### config.mk
export PLATFORM = sky130hd
export DESIGN_NAME = div_share_arb
export DESIGN_NICKNAME = d
export VERILOG_FILES = /design/src/rtl/div_share_arb.sv
export SDC_FILE = /design/constraint.sdc
export NUM_CORES = 1
export LEC_CHECK = 0
export CORE_AREA = 2 2 271 273
export CTS_CLUSTER_SIZE = 25
export DETAILED_ROUTE_END_ITERATION = 6
export DIE_AREA = 0 0 273 275
export HOLD_SLACK_MARGIN = 0.15
export PLACE_DENSITY = 0.45
export SKIP_CTS_REPAIR_TIMING = 1
export SYNTH_ARGS = -nofsm -noshare
export SYNTH_HDL_FRONTEND = slang
export SYNTH_SLANG_ARGS = --single-unit
### constraint.sdc
create_clock -name sys_clk -period 3 [get_ports sys_clk]
set_clock_uncertainty 0.2 [all_clocks]
set_input_delay 0.3 -clock sys_clk [delete_from_list [all_inputs] [get_ports sys_clk]]
set_output_delay 0.3 -clock sys_clk [all_outputs]
set_load 0.02 [all_outputs]
### src/rtl/div_share_arb.sv
// Round-robin scheduler that shares one long divider (div_fsm) between NUM_REQ requesters.
// Latency: ack 1 cycle after launch; done 1 cycle after div_vld (divide-by-zero: done 2 cycles after launch).
// Backpressure: launches only when div_ready=1; requests wait in IDLE; the watchdog aborts a hung divide.
//
// Ports:
//   sys_clk, sys_rst_n            clock, async active-low reset
//   req, req_dividend/divisor     per-requester request level and packed operands (i at [i*DATAWIDTH +: DATAWIDTH])
//   ack, done                     one-hot pulses: operands accepted / result valid
//   res_quotient/remainder/err    result of the last completed operation, held until the next done
//   div_en, div_dividend/divisor  start pulse and operands to the divider
//   div_ready, div_quotient/remainder, div_vld   divider status and result
module div_share_arb #(
    parameter int NUM_REQ   = 3,
    parameter int DATAWIDTH = 57,
    parameter int TIMEOUT   = 128
) (
    input  logic                           sys_clk,
    input  logic                           sys_rst_n,
    input  logic [NUM_REQ-1:0]             req,
    input  logic [NUM_REQ*DATAWIDTH-1:0]   req_dividend,
    input  logic [NUM_REQ*DATAWIDTH-1:0]   req_divisor,
    output logic [NUM_REQ-1:0]             ack,
    output logic [NUM_REQ-1:0]             done,
    output logic [DATAWIDTH-1:0]           res_quotient,
    output logic [DATAWIDTH-1:0]           res_remainder,
    output logic                           res_err,
    output logic                           div_en,
    output logic [DATAWIDTH-1:0]           div_dividend,
    output logic [DATAWIDTH-1:0]           div_divisor,
    input  logic                           div_ready,
    input  logic [DATAWIDTH-1:0]           div_quotient,
    input  logic [DATAWIDTH-1:0]           div_remainder,
    input  logic                           div_vld
);

    localparam int IDXW = (NUM_REQ > 1) ? $clog2(NUM_REQ) : 1;
    localparam int WDW  = (TIMEOUT > 2) ? $clog2(TIMEOUT) : 1;

    typedef enum logic [1:0] {
        S_IDLE  = 2'd0,
        S_ISSUE = 2'd1,
        S_WAIT  = 2'd2,
        S_DONE  = 2'd3
    } state_t;

    state_t                 state_q;
    logic [IDXW-1:0]        rr_ptr_q;
    logic [IDXW-1:0]        owner_q;
    logic [WDW-1:0]         wd_q;
    logic [NUM_REQ-1:0]     ack_q;
    logic [NUM_REQ-1:0]     done_q;
    logic [DATAWIDTH-1:0]   res_quotient_q;
    logic [DATAWIDTH-1:0]   res_remainder_q;
    logic                   res_err_q;
    logic                   div_en_q;
    logic [DATAWIDTH-1:0]   div_dividend_q;
    logic [DATAWIDTH-1:0]   div_divisor_q;

    logic [IDXW-1:0]        grant_d;
    logic [NUM_REQ-1:0]     grant_oh_d;
    logic [NUM_REQ-1:0]     owner_oh;
    logic [IDXW-1:0]        rr_next;

    // Unpack the operand buses so the grant index selects directly.
    logic [DATAWIDTH-1:0]   dvd_arr [NUM_REQ];
    logic [DATAWIDTH-1:0]   dvs_arr [NUM_REQ];

    for (genvar g = 0; g < NUM_REQ; g++) begin : g_unpack
        assign dvd_arr[g] = req_dividend[g*DATAWIDTH +: DATAWIDTH];
        assign dvs_arr[g] = req_divisor[g*DATAWIDTH +: DATAWIDTH];
    end

    // Round-robin pick: first set req bit at or after rr_ptr_q, wrapping.
    // Scanning from the farthest offset down leaves the nearest hit in grant_d.
    always_comb begin
        logic [IDXW:0] idx;
        grant_d = rr_ptr_q;
        idx     = '0;
        for (int k = NUM_REQ - 1; k >= 0; k--) begin
            idx = {1'b0, rr_ptr_q} + (IDXW+1)'(k);
            if (idx >= (IDXW+1)'(NUM_REQ)) begin
                idx = idx - (IDXW+1)'(NUM_REQ);
            end
            if (req[idx[IDXW-1:0]]) begin
                grant_d = idx[IDXW-1:0];
            end
        end
    end

    assign grant_oh_d = NUM_REQ'(1) << grant_d;
    assign owner_oh   = NUM_REQ'(1) << owner_q;
    assign rr_next    = (owner_q == IDXW'(NUM_REQ - 1)) ? '0 : owner_q + IDXW'(1);

    always_ff @(posedge sys_clk or negedge sys_rst_n) begin
        if (!sys_rst_n) begin
            state_q         <= S_IDLE;
            rr_ptr_q        <= '0;
            owner_q         <= '0;
            wd_q            <= '0;
            ack_q           <= '0;
            done_q          <= '0;
            res_quotient_q  <= '0;
            res_remainder_q <= '0;
            res_err_q       <= 1'b0;
            div_en_q        <= 1'b0;
            div_dividend_q  <= '0;
            div_divisor_q   <= '0;
        end else begin
            // Pulse outputs default low; each is raised for one cycle below.
            ack_q    <= '0;
            done_q   <= '0;
            div_en_q <= 1'b0;
            case (state_q)
                S_IDLE: begin
                    if ((|req) && div_ready) begin
                        owner_q        <= grant_d;
                        ack_q          <= grant_oh_d;
                        div_dividend_q <= dvd_arr[grant_d];
                        div_divisor_q  <= dvs_arr[grant_d];
                        // A zero divisor never starts the divider.
                        div_en_q       <= (dvs_arr[grant_d] != '0);
                        state_q        <= S_ISSUE;
                    end
                end
                S_ISSUE: begin
                    // This is the ack cycle; zero-divisor results are
                    // resolved here so done lands one cycle after ack.
                    wd_q <= '0;
                    if (div_divisor_q == '0) begin
                        res_quotient_q  <= '1;
                        res_remainder_q <= div_dividend_q;
                        res_err_q       <= 1'b1;
                        done_q          <= owner_oh;
                        state_q         <= S_DONE;
                    end else begin
                        state_q <= S_WAIT;
                    end
                end
                S_WAIT: begin
                    // A result in the expiry cycle still wins over the abort.
                    if (div_vld) begin
                        res_quotient_q  <= div_quotient;
                        res_remainder_q <= div_remainder;
                        res_err_q       <= 1'b0;
                        done_q          <= owner_oh;
                        state_q         <= S_DONE;
                    end else if (wd_q == WDW'(TIMEOUT - 1)) begin
                        res_quotient_q  <= '0;
                        res_remainder_q <= '0;
                        res_err_q       <= 1'b1;
                        done_q          <= owner_oh;
                        state_q         <= S_DONE;
                    end else begin
                        wd_q <= wd_q + WDW'(1);
                    end
                end
                S_DONE: begin
                    rr_ptr_q <= rr_next;
                    state_q  <= S_IDLE;
                end
                default: state_q <= S_IDLE;
            endcase
        end
    end

    assign ack           = ack_q;
    assign done          = done_q;
    assign res_quotient  = res_quotient_q;
    assign res_remainder = res_remainder_q;
    assign res_err       = res_err_q;
    assign div_en        = div_en_q;
    assign div_dividend  = div_dividend_q;
    assign div_divisor   = div_divisor_q;

endmodule
### Word-level counts from Yosys, hierarchy flattened

Cells that the tools add are included.

| cells by class | value |
|---|---|
| equality and inequality tests | 10 |
| reduce and logical (&&, ||, !) cells | 10 |
| multiplexer cells | 46 |
| magnitude comparators | 7 |
| shift-type cells | 2 |
| bitwise operators | 1 |
| $add $sub $neg | 7 |

Operators with widths:

| operator | count |
|---|---|
| $mux W57 | 9 |
| $bmux W57 S2 | 2 |
| $pmux W57 S2 | 2 |
| $logic_not A57 Y1 | 1 |
| $reduce_bool A57 Y1 | 1 |
| $mux W2 | 10 |
| $mux W3 | 5 |
| $mux W7 | 2 |
| $pmux W7 S2 | 1 |
| $lt A2 B3 Y1 const B | 3 |
| $mux W1 | 9 |
| $ne A2 B2 Y1 const B | 4 |
| $pmux W2 S4 | 1 |
| $add A7 B1 Y7 const B | 1 |
| $eq A7 B7 Y1 const B | 1 |
| $bmux W1 S2 | 3 |
| $eq A2 B2 Y1 const B | 3 |
| $ge A3 B2 Y1 const B | 2 |
| $pmux W3 S2 | 1 |
| $reduce_and A3 Y1 | 2 |
| $shl A1 B2 Y3 const A | 2 |
| $sub A2 B2 Y2 const B | 3 |
| $reduce_and A2 Y1 | 2 |
| $add A2 B1 Y3 const B | 1 |
| 12 further kinds | 12 |

| word-level totals | value |
|---|---|
| bits of input ports | 463 |
| word-level logic and storage cells | 95 |
| bits in registers | 249 |
| output and inout bits | 236 |

### Depth between registers and ports, before layout

Gate-level depths: netlist of run 1.

| depth | value |
|---|---|
| depth after elaboration | 15 |
| depth in mapped cells | 14 |
| gate-level depth less buffers | 11 |

### Worst setup path before layout of run 1

OpenSTA, ideal clock, no wires.

| path | value |
|---|---|
| path type | register to register |
| start point | register rr_ptr_q[0] |
| end point | register div_en_q, in the netlist div_en |
| cell stages (with the launch flop) | 15 |
| setup slack | -25 ps |
| clock period less this slack | 3025 ps |
| path buffers | 3 |
| data arrival time | 2689 ps |
| setup time | 136 ps |
| required time | 2664 ps |
| cells stage by stage | dfrtp_1 > inv_1 > ha_1 > buf_2 > or2_1 > a32oi_1 > o21a_1 > clkbuf_1 > buf_2 > mux2i_1 > o21ai_0 > nor4_1 > nand4b_1 > nor2_1 > a31oi_1 |

| on the way | value |
|---|---|
| longest elaborated chain between the ends | 15 |
| elaborated cells between the ends (all ways) | 27 |
| classes of those cells | add/sub (5); order compare (3); mux (17); bitwise (1); reduce/logical (1) |

Ends and longest elaborated chain:

| item | line | text |
|---|---|---|
| start, declared | 47 | `logic [IDXW-1:0] rr_ptr_q;` |
| start signal, assigned | 158 | `rr_ptr_q <= rr_next;` |
| $add A2 B2 Y3 | 80 | `idx = {1'b0, rr_ptr_q} + (IDXW+1)'(k);` |
| $ge A3 B2 Y1 or $sub A2 B2 Y2 (tied branches) | 81, 82 |  |
| $mux W2 | 81 | `if (idx >= (IDXW+1)'(NUM_REQ)) begin` |
| $bmux W1 S2 | 84 | `if (req[idx[IDXW-1:0]]) begin` |
| $mux W1 (implied by the code) | 84 |  |
| $mux W2 (2 in a row) | 84 |  |
| $mux W2 (*) | 84 |  |
| $not A2 Y3 (implied by the code) (*) | 121 | `div_en_q <= (dvs_arr[grant_d] != '0);` |
| $bmux W57 S2 (*) | 121 |  |
| $mux W57 (implied by the code) (*) (2 in a row) | 121 |  |
| $reduce_bool A57 Y1 (*) | 121 |  |
| $mux W1 (*) | 115 | `if ((\|req) && div_ready) begin` |
| $mux W1 (*) | 113 | `case (state_q)` |
| end signal, assigned | 121 |  |
| end, declared | 55 | `logic div_en_q;` |

Every way passes the cells marked *; elsewhere a longest branch is shown, timed or not. The select of a mux whose other input is x is not followed.
A chain may end at the register's enable or synchronous reset.

### Worst setup path after layout of run 1

| path | value |
|---|---|
| start point | register rr_ptr_q[1] |
| end point | register div_en_q, in the netlist div_en |

Same word-level chain as after synthesis.

==> flow_summary.json, run 1 <==
{
  "global_route.usage.met1": 0.2311,
  "fin_area_um2": 25250,
  "cts_buffer_depth": 3,
  "fin_tns_setup_ns": -15.63,
  "place_ws_ns": -1.174,
  "avgViaCountPerCell": 4.717,
  "netlist-cell-type-count": 60,
  "wl_per_cell_um": 24.82,
  "ys_ff_latch": 249,
  "syn_area_um2": 12640,
  "synth_async_sr_flop_share": 1.000,
  "dp.final_hpwl_um": 60880,
  "start_kind": "register",
  "vias": 15570,
  "p_int_mw": 16.64,
  "grt_max_degree": 67,
  "grt_util_met3": 0.05019,
  "die_h_um": 275,
  "path_max_fanout": 7,
  "routabilityCongestion": 0.9248,
  "r2r_start": "rr_ptr_q[1]$_DFFE_PN0N_",
  "grt_pass1_vias": 15410,
  "min_to": "res_quotient[30]$_DFFE_PN0P_",
  "ios": 699,
  "crit_start": "rr_ptr_q[1]$_DFFE_PN0N_",
  "portBuffers": 698,
  "max-vdd-ir-drop_mv": 0.6604,
  "power_density_nw_per_um2": 1201,
  "min_from": "div_quotient[30]",
  "insertion_delay_ns": 0.55,
  "synth-edff-count": 0,
  "synth_warnings": 0,
  "critical_path_class": "register to register",
  "period_share": 1.147,
  "worst_slew_pin_slew_ns": 1.067,
  "p_comb_frac": 0.657,
  "core-area_um2": 72340,
  "fin_util": 0.3491,
  "reg2reg_to": "div_en$_DFF_PN0_",
  "hold_class": "input port to register",
  "reg2reg_setup_slack_ns": -0.44,
  "setup_violations": 65,
  "critPathCaptureType": "register",
  "syn2layout_area_growth_pct": 99.82,
  "clock.fmax_ghz": 0.2907,
  "p_seq_frac": 0.205,
  "arrival_ns": 3.65,
  "synthCells": 1449,
  "violations": "negative setup slack",
  "crit_chain": "ha_4 -> a22o_1 -> a211oi_4 -> buf_6 -> o22ai_4 -> buf_12 -> a31oi_2 -> a21oi_2 -> nor4_4 -> buf_4 -> nand4_1 -> nor4_4 -> a31oi_1",
  "slew_violations": 0,
  "grt_use_met2": 0.3524,
  "gr-max-usage-layer": "met2",
  "clockRootBuffer": "clkbuf_16",
  "clock-sinks": 249,
  "drc_errors": 0,
  "antenna_found_initial": 2,
  "drive_gt1_frac": 0.1944,
  "slew_headroom": 0.2885,
  "drt_iter0_markers": 1027,
  "drt_pass1_iterations": 5,
  "routed_wl_um": 81920,
  "fin_ws_ns": -0.4403,
  "place_area_um2": 22100,
  "switching_share": 0.4514,
  "path_clk_slew_ns": 0.06,
  "nets": 2787,
  "worst-r2r-cell-count": 13,
  "syn_avg_cell_area_um2": 8.722,
  "cp_common_cell": "nor4_4",
  "cap_violations": 0,
  "hold_viol_final": 0,
  "die_width_um": 273,
  "cts_tree": "done",
  "power.leakage_nw": 10.14,
  "globalRouteTotalUtil": 0.1967,
  "ant_nets": 0,
  "whs_path_depth": 3,
  "diodes": 0,
  "syn-num-nets": 1920,
  "grt_pass1_wl_um": 108600,
  "dieArea_um2": 75080,
  "slowest_delay_ns": 0.44,
  "cts.htree.levels": 2,
  "start_util": 0.1747,
  "crit_required_ns": 3.21,
  "synth-main-ff-cell": "dfrtp_1",
  "rsz0062_at_grt": "yes",
  "status": "complete, but fails checks",
  "cpMaxStageDelayCell": "dfrtp_2",
  "layout_min_cycle_time_ns": 3.440,
  "grt-ovfl-total": 0,
  "p_total_mw": 30.32,
  "synth-seq-area-share": 0.4930,
  "num_rows": 99,
  "numCtsBuffers": 35,
  "p_switching_mw": 13.69,
  "clock_power_share": 0.138
}
how the worst max path moves through the flow:
stage / end / slack (ns) / depth (start not counted)
finish: div_en$_DFF_PN0_ / -0.44 / 13
global route: div_en$_DFF_PN0_ / -0.53 / 14
CTS: div_en$_DFF_PN0_ / -1.12 / 14
detailed placement: div_en$_DFF_PN0_ / -1.17 / 13
global placement: div_en$_DFF_PN0_ / -1.17 / 13
floorplan: div_en$_DFF_PN0_ / 0.01 / 14
metal layers:
metal,share of wire,routed length (µm)
met1,0.40,32410
met2,0.50,40720
met3,0.077,6293
met4,0.030,2470
met5,0.00033,27
synth_stat cells (3+ instances only):
| master | n | area share |
|---|---|---|
| a21oi_1 | 94 | 0.037 |
| a221o_1 | 33 | 0.026 |
| a221oi_1 | 25 | 0.017 |
| a22oi_1 | 33 | 0.020 |
| a311oi_1 | 5 | 0.0035 |
| a31oi_1 | 128 | 0.063 |
| a32o_1 | 20 | 0.016 |
| a32oi_1 | 4 | 0.0028 |
| buf_1 | 11 | 0.0033 |
| buf_2 | 17 | 0.0067 |
| buf_6 | 3 | 0.0027 |
| clkbuf_1 | 100 | 0.030 |
| dfrtp_1 | 249 | 0.49 |
| ha_1 | 8 | 0.0079 |
| inv_1 | 9 | 0.0027 |
| mux2_2 | 8 | 0.0071 |
| nand2_1 | 303 | 0.090 |
| nand2b_1 | 4 | 0.0020 |
| nand3_1 | 53 | 0.021 |
| nand4_1 | 15 | 0.0074 |
| nor2_1 | 120 | 0.036 |
| nor2b_1 | 3 | 0.0015 |
| nor3_1 | 3 | 0.0012 |
| nor3b_1 | 36 | 0.021 |
| nor4_1 | 22 | 0.011 |
| o21ai_0 | 94 | 0.037 |
| o21ai_1 | 3 | 0.0012 |
| or2_2 | 3 | 0.0015 |
| xor2_1 | 3 | 0.0021 |
critical path: cells and delay by family (launching register included):
family	cells	cell delay [ns]
AO/OA/AOI/OAI	6	1.08
AND/OR/NAND/NOR	3	0.78
adder cells (fa/ha/maj)	1	0.28
buffers and inverters	3	0.51
flip-flops	1	0.44
flip-flops by register name, summed over array words and instances (netlist names):
register / count
ack: 3
div_dividend: 57
div_divisor: 57
div_en: 1
done: 3
owner_q: 2
res_err: 1
res_quotient: 57
res_remainder: 57
rr_ptr_q: 2
state_q: 2
wd_q: 7
power groups by stage:
stage                     combinational, mW  clock [mW]  sequential (mW)
after global routing                   21.2        4.46             6.36
after global placement                 16.6           0             6.14
final                                  19.9        4.20             6.20
after CTS                              16.7        4.35             6.14
after detailed placement               16.7           0             6.16
after floorplan                        5.95           0             7.37
layout make-up:
| cell class | count | area (µm²) |
|---|---|---|
| Fill cell | 7319 | 47090 |
| Tap cell | 959 | 1200 |
| Clock buffer | 53 | 1065 |
| Clock inverter | 9 | 95.09 |
| Inverter | 10 | 37.54 |
| Multi-Input combinational cell | 1060 | 6771 |
| Sequential cell | 249 | 6236 |
| Timing Repair Buffer | 960 | 9849 |
layout by cell type, fill, tap and decap left out, drive strengths merged, types with 4 or more instances in the layout:
master,Yosys,routed
ha,8,8
a221oi,25,25
a32oi,4,4
dlygate4sd3,0,24
nor3,5,7
or2,4,4
nor3b,36,36
nand2b,4,4
nor2,121,121
nand2,304,304
nand3,53,53
clkdlybuf4s50,0,696
a22oi,33,33
mux2,10,10
a311oi,5,5
inv,9,10
buf,32,223
o21ai,99,99
a221o,33,33
a31oi,128,128
dfrtp,249,249
nand4,15,15
a21oi,94,94
clkinv,1,7
nor4,23,23
a32o,20,20
clkbuf,101,70
kinds of logic (layout without fill, tap and decap cells):
family          count (synthesis)  count (layout)  synth area share
flops                         249             249            0.4930
fa+ha+maj                       8               8          0.007920
mux                            12              12           0.01049
compound gates                458             459            0.2386
simple gates                  576             578            0.2016
buf+inv                       143            1032           0.04633
xor+xnor                        3               3          0.002079
stage by stage:
step | hold WS (ns) | cells
after floorplan | -0.1956 | 1449
after global placement | 0.1083 | 3158
after detailed placement | 0.1127 | 3158
after CTS | -0.4856 | 3220
after global routing | 0.1452 | 3300
final | 0.1410 | 3300
Note: power is estimated with default switching activity, not from simulation.
==> run 2, diff against run 1 <==
CORE_AREA = 2 2 276 278   (was 2 2 271 273)
DIE_AREA = 0 0 278 280   (was 0 0 273 275)
GPL_ROUTABILITY_DRIVEN = 0   (was unset)
PLACE_DENSITY = 0.43   (was 0.45)
clock period = 3.8 ns   (was 3 ns; I/O delays follow)
==> run 2 against run 1 <==
Effect of this change:
- the run now ends clean
- via count decreased by 6.4%
- largest power group unchanged
- total power shrank 34%
- maximum frequency is 3.8% lower
- combinational power fell by 41%
- non-clock buffer count shrank 184
- register-to-register slack improved by 0.66 ns
- clock power down 21%
- global-route usage down 0.82 points
- sequential power is 21% lower
- critical endpoint unchanged
- die area increased by 3.7%
- critical path depth increased by 1
- sequential cell count unchanged
==> flow_summary.json, run 2 (synthesis results as in run 1) <==
{
  "die_width_um": 278,
  "portBuffers": 698,
  "vias": 14570,
  "crit_start": "rr_ptr_q[0]$_DFFE_PN0N_",
  "cts.htree.levels": 2,
  "routed_wl_um": 76560,
  "hold_viol_final": 0,
  "min_from": "req_dividend[19]",
  "core-area_um2": 75190,
  "slowest_delay_ns": 0.41,
  "layout_min_cycle_time_ns": 3.578,
  "ios": 699,
  "grt_pass1_vias": 14970,
  "layout_common_cells": "696 x clkdlybuf4s50_1, 303 x nand2_1, 249 x dfrtp_1, 128 x a31oi_1, 117 x nor2_1",
  "cp_common_cell": "buf_4",
  "cts_buffer_depth": 3,
  "worst-r2r-cell-count": 14,
  "clock.fmax_ghz": 0.2795,
  "cp.buffers_inverters": 4,
  "wl_per_cell_um": 24.44,
  "nets": 2600,
  "cap_violations": 0,
  "cts_tree": "done",
  "drc_errors": 0,
  "crit_chain": "inv_2 -> ha_4 -> mux2i_1 -> o211a_1 -> o22ai_4 -> buf_4 -> a31oi_1 -> a21oi_1 -> nor4_2 -> buf_4 -> nand4_1 -> nor4_1 -> buf_4 -> a31oi_1",
  "grt_max_degree": 128,
  "p_total_mw": 20.04,
  "final_common_cell": "clkdlybuf4s50_1",
  "fin_area_um2": 22420,
  "max-vdd-ir-drop_mv": 0.3966,
  "numCtsBuffers": 35,
  "hold_class": "input port to register",
  "cp_top_family": "compound AO/OA/AOI/OAI gates",
  "clockRootBuffer": "clkbuf_16",
  "power.leakage_nw": 8.823,
  "crit_required_ns": 4.00,
  "die_h_um": 280,
  "ant_nets": 0,
  "dieArea_um2": 77840,
  "syn2layout_area_growth_pct": 77.43,
  "setup_violations": 0,
  "place_area_um2": 21170,
  "arrival_ns": 3.78,
  "slew_violations": 0,
  "avgViaCountPerCell": 4.650,
  "fin_ws_ns": 0.2219,
  "insertion_delay_ns": 0.55,
  "status": "finished clean",
  "start_kind": "register",
  "period_share": 0.9416,
  "worst_slew_pin_slew_ns": 0.7013,
  "num_rows": 101,
  "hold_slack_ns": 0.2146,
  "cpMaxStageDelayCell": "dfrtp_1",
  "path_depth": 14,
  "drt_iter0_markers": 1035,
  "path_clk_slew_ns": 0.06,
  "start_util": 0.1681,
  "critPathCaptureType": "register",
  "antenna_found_initial": 6,
  "slew_headroom": 0.5324,
  "grt-ovfl-total": 0,
  "path_max_fanout": 11,
  "whs_path_depth": 3,
  "drt_pass1_iterations": 7,
  "place_ws_ns": -0.1516,
  "grt_pass1_wl_um": 108300,
  "clock-sinks": 249,
  "globalRouteTotalUtil": 0.1885,
  "r2r_start": "rr_ptr_q[0]$_DFFE_PN0N_",
  "drive_gt1_frac": 0.07764,
  "critical_path_class": "register to register",
  "dp.final_hpwl_um": 59330,
  "power_density_nw_per_um2": 893.7
}
[run 2: changes by cell type in the layout (fill, tap and decap cells not counted), sizes merged, moves of 2 or more]
cell and delta:
buf -145, bufinv +2, clkbuf -21, clkinv -2, diode +3, dlygate4sd3 -22
nor3 -2
[run 2: cell type report]
cell class | instances | area (µm²)
Fill cell | 7884 | 52770
Timing Repair Buffer | 776 | 7819
Sequential cell | 249 | 6231
Tap cell | 978 | 1224
Clock buffer | 49 | 989.7
Clock inverter | 10 | 146.4
Antenna cell | 3 | 7.507
Multi-Input combinational cell | 1057 | 5969
Inverter | 10 | 37.54
[run 2: metal layers]
layer  track usage  share of wire  vias up
met2        0.3332           0.50      702
met5             0        0.00043        -
met4       0.06292          0.032        6
met3       0.04846          0.071      105
met1        0.2213           0.40     7100
li1              -              -     6652
[run 2: power by group]
| group | total [mW] | internal, mW | switching, mW | leakage (nW) |
|---|---|---|---|---|
| clock network | 3.32 | 2.02 | 1.29 | 0.553 |
| registers | 4.91 | 3.80 | 1.10 | 2.96 |
| logic | 11.8 | 4.87 | 6.95 | 5.31 |
[run 2: final timing paths]
path | to | slack, ns
worst max-delay path | div_en$_DFF_PN0_ | 0.22
worst min-delay path | div_dividend[19]$_DFFE_PN0P_ | 0.21
worst max register to register | div_en$_DFF_PN0_ | 0.22
worst min register to register | wd_q[6]$_DFFE_PN0P_ | 0.30
max in group asynchronous | div_dividend[16]$_DFFE_PN0P_ | 2.27
min in group asynchronous | div_dividend[34]$_DFFE_PN0P_ | 0.23
[run 2: worst min-delay path, cell delays in order]
cell	delay, ns
clkdlybuf4s50_1	0.40
nand3_1	0.06
nand3_1	0.07
[run 2: metrics by stage]
step	cells	setup TNS [ns]	util
2_1_floorplan	1449	0	-
3_3_place_gp	3064	-0.1416	0.2815
3_5_place_dp	3064	-0.1516	0.2815
4_1_cts	3123	-0.1443	0.2966
5_1_grt	3131	-0.01758	0.2982
6_report	3132	0	0.2982
